## src/rtl/nibble_op_sequencer.sv

```systemverilog
// nibble_op_sequencer: control block for the nibble-serial datapath.
// Walks one operand nibble per clock, forward (LSB-first) for ADD/SUB/XFER
// and reverse (MSB-first) for CMP. It drives the operand-store address and
// write strobe, performs the per-nibble add/sub/compare/transfer step with
// carry, and reports done plus condition flags.
// Optional build macro NIBBLE_SEQ_CMP_EARLY_EXIT_EN: CMP finishes on the
// first differing nibble instead of always walking the full operand.
module nibble_op_sequencer #(
  parameter int WIDTH = 3
) (
  input  logic             clk,
  input  logic             rst,
  input  logic             req_valid,
  output logic             req_ready,
  input  logic [1:0]       req_op,
  input  logic [WIDTH-1:0] arg2_width,
  input  logic             abort,
  output logic [WIDTH-1:0] nib_idx,
  input  logic [3:0]       a_nib,
  input  logic [3:0]       b_nib,
  output logic             wr_en,
  output logic [3:0]       wr_nib,
  output logic             done,
  output logic             busy,
  output logic             flag_c,
  output logic             flag_z,
  output logic             flag_lt
);

  typedef enum logic [1:0] {S_IDLE, S_RUN, S_DONE} state_t;
  typedef enum logic [1:0] {OP_ADD, OP_SUB, OP_CMP, OP_XFER} op_t;

  state_t           state_q, state_d;
  op_t              op_q, op_d;
  logic [WIDTH-1:0] last_q, last_d;
  logic [WIDTH-1:0] nib_idx_q, nib_idx_d;
  logic             carry_q, carry_d;
  logic             zero_q, zero_d;
  logic             lt_q, lt_d;
  logic             flag_c_q, flag_c_d;
  logic             flag_z_q, flag_z_d;
  logic             flag_lt_q, flag_lt_d;

  logic [4:0]       sum;
  logic [3:0]       res_nib;
  logic             first_diff;
  logic             finish;

  // Per-nibble datapath: add / subtract (A + ~B + c) / transfer / compare.
  always_comb begin
    sum     = {1'b0, a_nib}
            + {1'b0, (op_q == OP_SUB) ? ~b_nib : b_nib}
            + {4'b0000, carry_q};
    res_nib = 4'h0;
    case (op_q)
      OP_ADD, OP_SUB: res_nib = sum[3:0];
      OP_XFER:        res_nib = a_nib;
      default:        res_nib = 4'h0;
    endcase
    // zero_q doubles as "no difference seen yet" while comparing MSB-first.
    first_diff = (op_q == OP_CMP) && zero_q && (a_nib != b_nib);
`ifdef NIBBLE_SEQ_CMP_EARLY_EXIT_EN
    finish = (nib_idx_q == last_q) || first_diff;
`else
    finish = (nib_idx_q == last_q);
`endif
  end

  // Next-state, accumulator and flag update logic.
  always_comb begin
    // NOTE: every signal gets its hold value first so no path through the
    // case statement leaves one unassigned, which would infer a latch.
    state_d   = state_q;
    op_d      = op_q;
    last_d    = last_q;
    nib_idx_d = nib_idx_q;
    carry_d   = carry_q;
    zero_d    = zero_q;
    lt_d      = lt_q;
    flag_c_d  = flag_c_q;
    flag_z_d  = flag_z_q;
    flag_lt_d = flag_lt_q;
    case (state_q)
      S_IDLE: begin
        if (req_valid) begin
          op_d    = op_t'(req_op);
          carry_d = (op_t'(req_op) == OP_SUB);
          zero_d  = 1'b1;
          lt_d    = 1'b0;
          state_d = S_RUN;
          if (op_t'(req_op) == OP_CMP) begin
            nib_idx_d = arg2_width;
            last_d    = '0;
          end else begin
            nib_idx_d = '0;
            last_d    = arg2_width;
          end
        end
      end
      S_RUN: begin
        if (op_q == OP_ADD || op_q == OP_SUB) carry_d = sum[4];
        if (op_q == OP_CMP) begin
          zero_d = zero_q & (a_nib == b_nib);
          if (first_diff) lt_d = (a_nib < b_nib);
        end else begin
          zero_d = zero_q & (res_nib == 4'h0);
        end
        if (abort) begin
          state_d = S_IDLE;
        end else if (finish) begin
          state_d   = S_DONE;
          flag_c_d  = carry_d;
          flag_z_d  = zero_d;
          flag_lt_d = lt_d;
        end else if (op_q == OP_CMP) begin
          nib_idx_d = nib_idx_q - WIDTH'(1);
        end else begin
          nib_idx_d = nib_idx_q + WIDTH'(1);
        end
      end
      S_DONE:  state_d = S_IDLE;
      default: state_d = S_IDLE;
    endcase
  end

  // State, accumulator and flag registers with asynchronous reset.
  always_ff @(posedge clk or posedge rst) begin
    if (rst) begin
      state_q   <= S_IDLE;
      op_q      <= OP_ADD;
      last_q    <= '0;
      nib_idx_q <= '0;
      carry_q   <= 1'b0;
      zero_q    <= 1'b0;
      lt_q      <= 1'b0;
      flag_c_q  <= 1'b0;
      flag_z_q  <= 1'b0;
      flag_lt_q <= 1'b0;
    end else begin
      // NOTE: non-blocking assignments so every register samples the
      // pre-edge values computed by the combinational block.
      state_q   <= state_d;
      op_q      <= op_d;
      last_q    <= last_d;
      nib_idx_q <= nib_idx_d;
      carry_q   <= carry_d;
      zero_q    <= zero_d;
      lt_q      <= lt_d;
      flag_c_q  <= flag_c_d;
      flag_z_q  <= flag_z_d;
      flag_lt_q <= flag_lt_d;
    end
  end

  assign req_ready = (state_q == S_IDLE);
  assign busy      = (state_q == S_RUN) || (state_q == S_DONE);
  assign done      = (state_q == S_DONE);
  assign wr_en     = (state_q == S_RUN) && (op_q != OP_CMP);
  assign wr_nib    = (state_q == S_RUN) ? res_nib : 4'h0;
  assign nib_idx   = nib_idx_q;
  assign flag_c    = flag_c_q;
  assign flag_z    = flag_z_q;
  assign flag_lt   = flag_lt_q;

endmodule

```

## config.mk

```make
export PLATFORM = sky130hd
export DESIGN_NAME = nibble_op_sequencer
export DESIGN_NICKNAME = d
export VERILOG_FILES = /design/src/rtl/nibble_op_sequencer.sv
export SDC_FILE = /design/constraint.sdc
export NUM_CORES = 1
export LEC_CHECK = 0
export ABC_AREA = 1
export CAP_MARGIN = 20
export CORE_MARGIN = 3
export CORE_UTILIZATION = 47
export CTS_BUF_LIST = sky130_fd_sc_hd__clkbuf_8
export CTS_CLUSTER_SIZE = 20
export DETAILED_ROUTE_END_ITERATION = 7
export PLACE_DENSITY = 0.82
export SYNTH_ARGS = -nofsm -noshare
export SYNTH_HDL_FRONTEND = slang
export SYNTH_SLANG_ARGS = --single-unit
export TNS_END_PERCENT = 20
```

## constraint.sdc

```tcl
create_clock -name clk -period 4.7 [get_ports clk]
set_input_delay 0.705 -clock clk [delete_from_list [all_inputs] [get_ports clk]]
set_output_delay 0.705 -clock clk [all_outputs]
set_load 0.1 [all_outputs]
```

== Word level (Yosys, flattened, before mapping) ==
Cells that the tools add are included.
Storage, ports and cells
  register bits: 16
  input port bits: 17
  output and inout bits: 14
  logic and storage cells: 73
Operators by class
  add/sub/neg operators: 4
  magnitude comparators: 1
  equal/unequal tests: 15
  multiplexer cells: 24
  bitwise logic cells: 4
  reduce and logical (&&, ||, !) cells: 15
Operators with widths (count)
  $mux 3: 6
  $eq 2x2->1 const B: 4
  $mux 4: 2
  $ne 2x2->1 const B: 4
  $pmux 4 s2: 1
  $mux 1: 7
  $eq 2x1->1 const B: 3
  $mux 2: 3
  $pmux 1 s2: 3
  $pmux 3 s2: 1
  $reduce_and 2->1: 3
  $add 4x4->5: 1
  $add 5x1->5: 1
  $eq 4x4->1: 1
  $logic_not 2->1: 2
  $logic_not 4->1: 1
  $lt 4x4->1: 1
  $ne 4x4->1: 1
  $not 4->4: 1
  $pmux 2 s2: 1
  $reduce_and 4->1: 1
  $add 3x1->3 const B: 1
  $eq 3x3->1: 1
  $logic_and 1x1->1: 3
  other kinds (8): 10

== Depth between registers and ports, before layout ==
Gate-level depths: netlist of run 1.
  depth after elaboration: 9
  mapped depth: 16
  depth with buffers taken out: 15

== Least setup slack after synthesis of run 1 ==
No wires, ideal clock.
  path kind: in2out
  start point: input b_nib[0]
  end point: output wr_nib[2]
  arrival time: 3.137 ns
  required time: 3.995 ns
  path slack: 0.858 ns
  cell stages on the path: 8
  buffers on the path: 0
  cells stage by stage: xor2_1 > fa_1 > inv_1 > fa_1 > nor2_1 > nor2_1 > nand2_1 > a21oi_1
Between the ends
  longest elaborated chain between the ends: 6
RTL lines
  start: declaration: RTL line 20  | input logic [3:0] b_nib,
  $not 4->4: RTL line 52  | + {1'b0, (op_q == OP_SUB) ? ~b_nib : b_nib}
  $mux 4 *: RTL line 52
  $add 4x4->5 *: RTL line 52
  $add 5x1->5 *: RTL line 53  | + {4'b0000, carry_q};
  $pmux 4 s2 *: RTL line 55  | case (op_q)
  $mux 4 *: RTL line 159  | assign wr_nib = (state_q == S_RUN) ? res_nib : 4'h0;
  end: declaration: RTL line 22  | output logic [3:0] wr_nib,
Every way passes the cells marked *; elsewhere a longest branch is shown, timed or not.

== Worst setup path in the final report of run 1 ==
  start point: input b_nib[0]
  end point: output wr_nib[1]
Same word-level chain as after synthesis.

==> impl_metrics.ini, run 1 <==
[run_status]
status = finished, final reports clean

[sta]
report.final.slew_viol_count = 0
whs_ps = 479
hold_viol = 0
tightest_slew_ps = 977
timing.fmax_mhz = 294
period_minus_slack_ps = 3400
fin_tns_setup_ps = 0
fin_ws_ps = 1300
slew-limit-headroom_pct = 34.6
rsz0062_at_grt = no
period_share_pct = 72.3
clock_skew_ps = 7.26
setup_viol = 0

[global_routing]
grt_pass1_vias = 1218
grt_pass1_wl_um = 5200
grt_max_degree = 17
antenna_found_initial = 0
grt_usage_pct = 19.5
grt_overflow_total = 0

[clock_tree]
holdBufCountCts = 0
htreeDepth = 1
cts_resized = 0
cts.sinks = 16
cts_setup_buffers = 0
cts-root-buf = clkbuf_8
cts_buffers = 3
insertion_delay_ps = 250
cts_tree = done
clk_pin_slew_ps = 70
cts_max_path_buffers = 2

[synth]
synthCells = 176
synthTopCellsByArea = dfrtp_1, nand2_1, ha_1
yosysSeqAreaShare_pct = 30.8
async_flop_share_pct = 100
synth_edf_count = 0
yosysTopAreaCell = dfrtp_1
ys_warn_count = 0
synth_seq_cells = 16
yosysUniqueCellTypes = 27
synth_top_area_share_pct = 30.8
ys.flop_type = dfrtp_1
syn_area_per_cell_um2 = 7.39
yosysMostFrequentCell = nand2_1
yosys-top-cells-count = nand2_1, inv_1, dfrtp_1
synth_area_um2 = 1300
syn-num-nets = 206

[die]
row_count = 18
initial_utilization_pct = 51.1
die_h_um = 58.6
ios = 31
die_x_um = 58.6
die-area_um2 = 3430
core_area_um2 = 2540

[setup_path]
crit_top_cell = fa_1
crit_family = buffers and inverters
crit_type = in2out
crit_slowest_cell = clkdlybuf4s50_1
cp.arrival_ps = 2690
crit_path_max_incr_delay_ps = 500
critPathBufInv = 3
crit_required_ps = 3990
critical_path.cell_chain = clkdlybuf4s50_1 > xor2_1 > fa_1 > inv_1 > fa_1 > nand2_2 > a21oi_1 > buf_4
cp-end-kind = primary output
worst-path-max-fanout = 3
start_kind = input port

[detailed_routing]
wl_per_cell_um = 12.5
viasPerCell = 5.06
drt_pre_antenna_iters = 4
vias = 1205
drt_iter0_markers = 44
drc_errors = 0
wirelength_um = 2980
ant_nets = 0

[placed_design]
gp_congestion = 0.908
port_buffers = 30
dp_slack_ps = 1280
hpwl_um = 2420

[cells_and_area]
drive_above_1_share_pct = 9.13
diodes = 0
area_delta_synth_final_pct = 28.2
postLayoutCoreUtil_pct = 65.5
final_nets = 239

[hold_path]
hp-class = reg2reg

[flow_run]
drv_cap = 0
## worst register-to-register path: cells and delay by family (launching register included)
family / cells / cell delay [ps]
xor+xnor: 1 / 190
simple gates: 10 / 810
fa+ha+maj: 2 / 820
flops: 1 / 540
buf+inv: 2 / 260
## cell usage in the layout, fill, tap and decap left out, types with 5 or more instances in the layout
cell type	count
nor2_1	10
clkdlybuf4s50_1	26
nand2_1	51
o21ai_0	11
nand3_1	13
xor2_1	6
a21oi_1	5
inv_1	23
dfrtp_1	16
ha_1	10
## metal layers
layer	global-route usage, %	wire length [µm]	vias to the layer above
met5	0	0	-
met2	32.1	1460	32
met3	4.61	158	9
met1	25.6	1310	542
met4	5.50	59	0
li1	-	-	622
## logic make-up after synthesis
kind of cell | after synthesis | share of synthesized area (%)
and+or+nand+nor | 85 | 29.8
buffers and inverters | 29 | 9.05
DFF | 16 | 30.8
AOI/OAI and AO/OA | 24 | 10.0
adders and majority gates | 13 | 14.2
xor gates and xnor gates | 9 | 6.06
## final timing paths
kind | startpoint | to | slack (ps) | depth (start not counted)
hold / removal | flag_z | flag_z | 480 | 2
setup reg to reg | op_q[1] | flag_z | 2030 | 15
hold reg to reg | flag_z | flag_z | 480 | 2
max in group asynchronous | rst | nib_idx[2] | 3480 | 2
min in group asynchronous | rst | state_q[1] | 830 | 2
setup / recovery | b_nib[0] | wr_nib[1] | 1300 | 8
## metrics by stage
step / cell area, µm² / cells
after global routing: 1670 / 238
final: 1670 / 238
after detailed placement: 1610 / 234
after global placement: 1610 / 234
after CTS: 1670 / 238
after floorplan: 1300 / 176
## state kept, by name, summed over array words and instances (netlist names)
| register | count |
|---|---|
| flag_z | 1 |
| flag_lt | 1 |
| flag_c | 1 |
| carry_q | 1 |
| state_q | 2 |
| zero_q | 1 |
| op_q | 2 |
| nib_idx | 3 |
| lt_q | 1 |
| last_q | 3 |
## final cells by class
type	instances	area, µm²
Clock buffer	4	55.1
Fill cell	222	878
Inverter	27	101
Multi-Input combinational cell	131	782
Sequential cell	16	400
Tap cell	30	37.5
Timing Repair Buffer	30	290
Power of run 1 is not shown: default switching activity piles up to over one toggle a cycle in this logic, so the estimate is an artifact.
==> inputs of run 2 (changes only) <==
clock period = 3.2 ns   (was 4.7 ns; I/O delays follow)
==> impl_metrics.ini, run 2 (synthesis results as in run 1) <==
[cells_and_area]
diodes = 0
final_common_cell = nand2_1
final_cell_mix = nand2_1, inv_1, clkdlybuf4s50_1, dfrtp_1, nand3_1
drive_above_1_share_pct = 13.4
fillers = 230
layout.cells.non_filler = 239
final_nets = 240
area_delta_synth_final_pct = 31.6

[setup_path]
cp.arrival_ps = 2500
rr_worst_depth = 15
startpoint = b_nib[0]
crit_required_ps = 2720
crit_path_max_incr_delay_ps = 520
critical_path.cell_chain = clkdlybuf4s50_1 > xor2_1 > fa_1 > inv_1 > fa_1 > nand2_2 > a21oi_1 > buf_12
cp-end-kind = primary output
regToRegStartpoint = op_q[1]
start_kind = input port
worst-path-max-fanout = 3
crit_type = in2out
crit_top_cell = fa_1
crit_slowest_cell = fa_1

[die]
die_h_um = 58.6
ios = 31
die-area_um2 = 3430
initial_utilization_pct = 51.1
row_count = 18
die_x_um = 58.6
core_area_um2 = 2540

[placed_design]
hpwl_um = 2600
port_buffers = 30
gp_congestion = 0.871
placed_cells = 235

[clock_tree]
insertion_delay_ps = 250
cts_buffers = 3
cts-root-buf = clkbuf_8
clk_pin_slew_ps = 70
cts_tree = done
cts_setup_buffers = 0
cts_max_path_buffers = 2
holdBufCountCts = 0
cts_resized = 0
cts.sinks = 16
htreeDepth = 1

[detailed_routing]
ant_nets = 0
drt_iter0_markers = 42
wl_per_cell_um = 13.7
wirelength_um = 3290
viasPerCell = 5.16
vias = 1234
drc_errors = 0
drt_pre_antenna_iters = 4

[sta]
setup_viol = 0
whs_ps = 477
period_share_pct = 93.2
period_minus_slack_ps = 2980
tightest_slew_ps = 962
timing.fmax_mhz = 335
hold_viol = 0
rsz0062_at_grt = no
slew-limit-headroom_pct = 35.6
clock_skew_ps = 0.740
report.final.slew_viol_count = 0

[global_routing]
grt_pass1_wl_um = 5450
grt_max_degree = 17
antenna_found_initial = 0
grt_overflow_total = 0
grt_pass1_vias = 1238
grt_usage_pct = 20.8

[flow_run]
drv_cap = 0

[hold_path]
hold-path-cell-count = 2
hp-class = reg2reg
min_from = flag_c

[run_status]
status = finished, final reports clean
[run 2: cell count changes in the layout (fill, tap and decap cells not counted)]
cell             previous run  this run
clkdlybuf4s50_1            26        19
buf_4                       4         8
a21oi_1                     5         4
a21oi_2                     0         1
buf_12                      0         4
[run 2: final cells by class]
cell class | count | area (µm²) | share of cell area (%)
multi-input combinational | 131 | 786 | 45.9
tap | 30 | 37.5 | 2.19
clock buffer | 4 | 55.1 | 3.22
sequential | 16 | 400 | 23.4
inverter | 27 | 101 | 5.93
timing repair buffer | 31 | 330 | 19.3
[run 2: path summary, 6_finish.rpt]
kind	to	slack, ps
max reg2reg	flag_z	690
max	wr_nib[1]	220
min	flag_c	480
max in group asynchronous	last_q[2]	2180
min reg2reg	flag_c	480
min in group asynchronous	flag_z	610
[run 2: per-layer routing]
layer  GRT usage (%)  share of wire [%]  vias to the layer above
met5               0                  0                        -
met3            5.04                6.4                        7
met1            26.6                 41                      558
li1                -                  -                      625
met2            34.4                 51                       44
met4            7.12                1.6                        0
[run 2: worst max-delay path, delay by kind of cell]
kind                     cells  cell delay, ps
AO/OA/AOI/OAI                1             260
XOR/XNOR                     1             190
AND/OR/NAND/NOR              1              60
adder cells (fa/ha/maj)      2             720
buffers and inverters        3             780
[run 2: through the flow]
stage | setup WS (ps) | util [%] | cell area (µm²) | setup TNS, ps
5_1_grt | 109 | 67.2 | 1710 | 0
6_report | 218 | 67.2 | 1710 | 0
3_5_place_dp | 248 | 65.0 | 1660 | 0
3_3_place_gp | 296 | 65.0 | 1660 | 0
2_1_floorplan | -391 | - | 1300 | -766
4_1_cts | 223 | 67.2 | 1710 | 0
Power of run 2 is left out for the same reason.
==> variant: new RTL, flow settings as in run 2 <==
Reset style: synchronous (`rst`), changed in one clocked block. Comments in the files are not updated.
--- a/src/rtl/nibble_op_sequencer.sv
+++ b/src/rtl/nibble_op_sequencer.sv
@@ -125,5 +125,5 @@
 
   // State, accumulator and flag registers with asynchronous reset.
-  always_ff @(posedge clk or posedge rst) begin
+  always_ff @(posedge clk) begin
     if (rst) begin
       state_q   <= S_IDLE;
Check against the original RTL: differs if rst is asserted again (counterexample within 4 cycles, from zero or initial values and one cycle with rst high); with rst held inactive, the same outputs for 10 cycles.
==> variant against run 2 <==
  * Sequential cell count did not move
  * Hold slack better by 0.0022 ns
  * Setup slack worse by 0.054 ns
  * Final cell count is 2.1% higher
  * Cell area is 4.2% lower
  * Wire length shrank 17%
  * Area after synthesis down 3.7%
Power is left out: it rests on default switching activity, and per cell area and clock period it moved more than threefold.
==> variant: results (changes against run 2) <==
<table>
<tr><th>Metric</th><th>Value</th></tr>
<tr><th colspan="2">Run status</th></tr>
<tr><td>Status</td><td>completed</td></tr>
<tr><th colspan="2">Detailed routing</th></tr>
<tr><td>Wire length reported by the detailed router</td><td>2740 um (-17%)</td></tr>
<tr><td>Wire per inst</td><td>11.2 um (-18%)</td></tr>
<tr><td>Number of vias per cell after detailed routing</td><td>5.00 (-3.1%)</td></tr>
<tr><td>First DRT Iteration DRCs</td><td>33 (-21%)</td></tr>
<tr><th colspan="2">Placement</th></tr>
<tr><td>Area after detailed placement</td><td>1600 sq um (-3.6%)</td></tr>
<tr><td>Number of instances in the placed design</td><td>241 (+2.6%)</td></tr>
<tr><td>Hpwl dp</td><td>2200 um (-15%)</td></tr>
<tr><td>Gp weighted congestion</td><td>0.875 (+0.49%)</td></tr>
<tr><th colspan="2">Yosys</th></tr>
<tr><td>Cell types with the largest area share after synthesis</td><td>sky130_fd_sc_hd__dfxtp_1, sky130_fd_sc_hd__nand2_1, sky130_fd_sc_hd__ha_1, sky130_fd_sc_hd__a21oi_1, sky130_fd_sc_hd__inv_1</td></tr>
<tr><td>Unique masters post-synth</td><td>28 (+3.7%)</td></tr>
<tr><td>Post-synthesis cell count</td><td>184 (+4.5%)</td></tr>
<tr><td>Share of synthesized flip-flops with an asynchronous set or reset</td><td>0% (-100 points)</td></tr>
<tr><td>Sequential element share of the synthesized area</td><td>25.6% (-5.2 points)</td></tr>
<tr><td>Synthesized net count</td><td>214 (+3.9%)</td></tr>
<tr><th colspan="2">Timing</th></tr>
<tr><td>Slew at the pin with the worst max-slew slack</td><td>0.965 ns (+0.00301 ns)</td></tr>
<tr><td>Worst setup skew after layout</td><td>0.00222 ns (+0.00148 ns)</td></tr>
<tr><th colspan="2">Global routing</th></tr>
<tr><td>Wire length of the first global-routing pass</td><td>4860 um (-11%)</td></tr>
<tr><td>Largest net degree at the start of global routing</td><td>16 (-1)</td></tr>
<tr><td>Gr usage total</td><td>18.4% (-2.5 points)</td></tr>
<tr><th colspan="2">Finish</th></tr>
<tr><td>Layout cells sized above 1</td><td>12.6% (-0.78 points)</td></tr>
<tr><td>Number of nets at the end of the flow</td><td>246 (+2.5%)</td></tr>
<tr><th colspan="2">Clock tree</th></tr>
<tr><td>Total number of H-tree levels</td><td>1 (unchanged)</td></tr>
<tr><th colspan="2">Critical path</th></tr>
<tr><td>Register-to-Register Path Depth</td><td>15 (unchanged)</td></tr>
<tr><td>Critical Path AT</td><td>2.56 ns (+0.06 ns)</td></tr>
<tr><td>Highest net fanout along the worst path</td><td>8 (+5)</td></tr>
</table>
## variant: final timing paths
kind,from,endpoint,slack [ns]
max,op_q[1]$_SDFFE_PP0P_,wr_nib[2],0.16
min reg2reg,lt_q$_SDFFE_PP0P_,lt_q$_SDFFE_PP0P_,0.48
min,lt_q$_SDFFE_PP0P_,lt_q$_SDFFE_PP0P_,0.48
max reg2reg,op_q[1]$_SDFFE_PP0P_,flag_z$_SDFFE_PP0P_,0.53
## variant: logic make-up (layout without fill, tap and decap cells)
kind of cell	Yosys count	after routing	synth area share (%)
AOI/OAI and AO/OA	38	38	15.8
xor gates and xnor gates	8	8	5.59
DFF	16	16	25.6
adders and majority gates	13	13	14.8
buffers and inverters	32	62	10.7
and+or+nand+nor	77	77	27.6
## variant: critical path, cell delays in order (launching register included)
cell,delay (ns)
sky130_fd_sc_hd__dfxtp_1,0.54
sky130_fd_sc_hd__inv_6,0.08
sky130_fd_sc_hd__nand2_1,0.20
sky130_fd_sc_hd__xor2_1,0.21
sky130_fd_sc_hd__fa_1,0.20
sky130_fd_sc_hd__inv_1,0.07
sky130_fd_sc_hd__fa_1,0.38
sky130_fd_sc_hd__nand2_1,0.10
sky130_fd_sc_hd__nand2_1,0.07
sky130_fd_sc_hd__a21oi_1,0.24
sky130_fd_sc_hd__buf_12,0.21
## variant: layer usage
metal / up-vias / global-route usage [%] / part of all wire [%]
met4: 0 / 4.64 / 1.1
met1: 541 / 24.1 / 47
met5: - / 0 / 0
met2: 25 / 30.2 / 49
met3: 6 / 4.68 / 3.3
li1: 649 / - / -
## variant: area by class of cell
class                   count  area [sq um]
fillers                   222           862
multi-input cells         136           802
repair buffers             30           323
flip-flops and latches     16           320
inverters                  29           114
clock buffers               3          41.3
well taps                  30          37.5
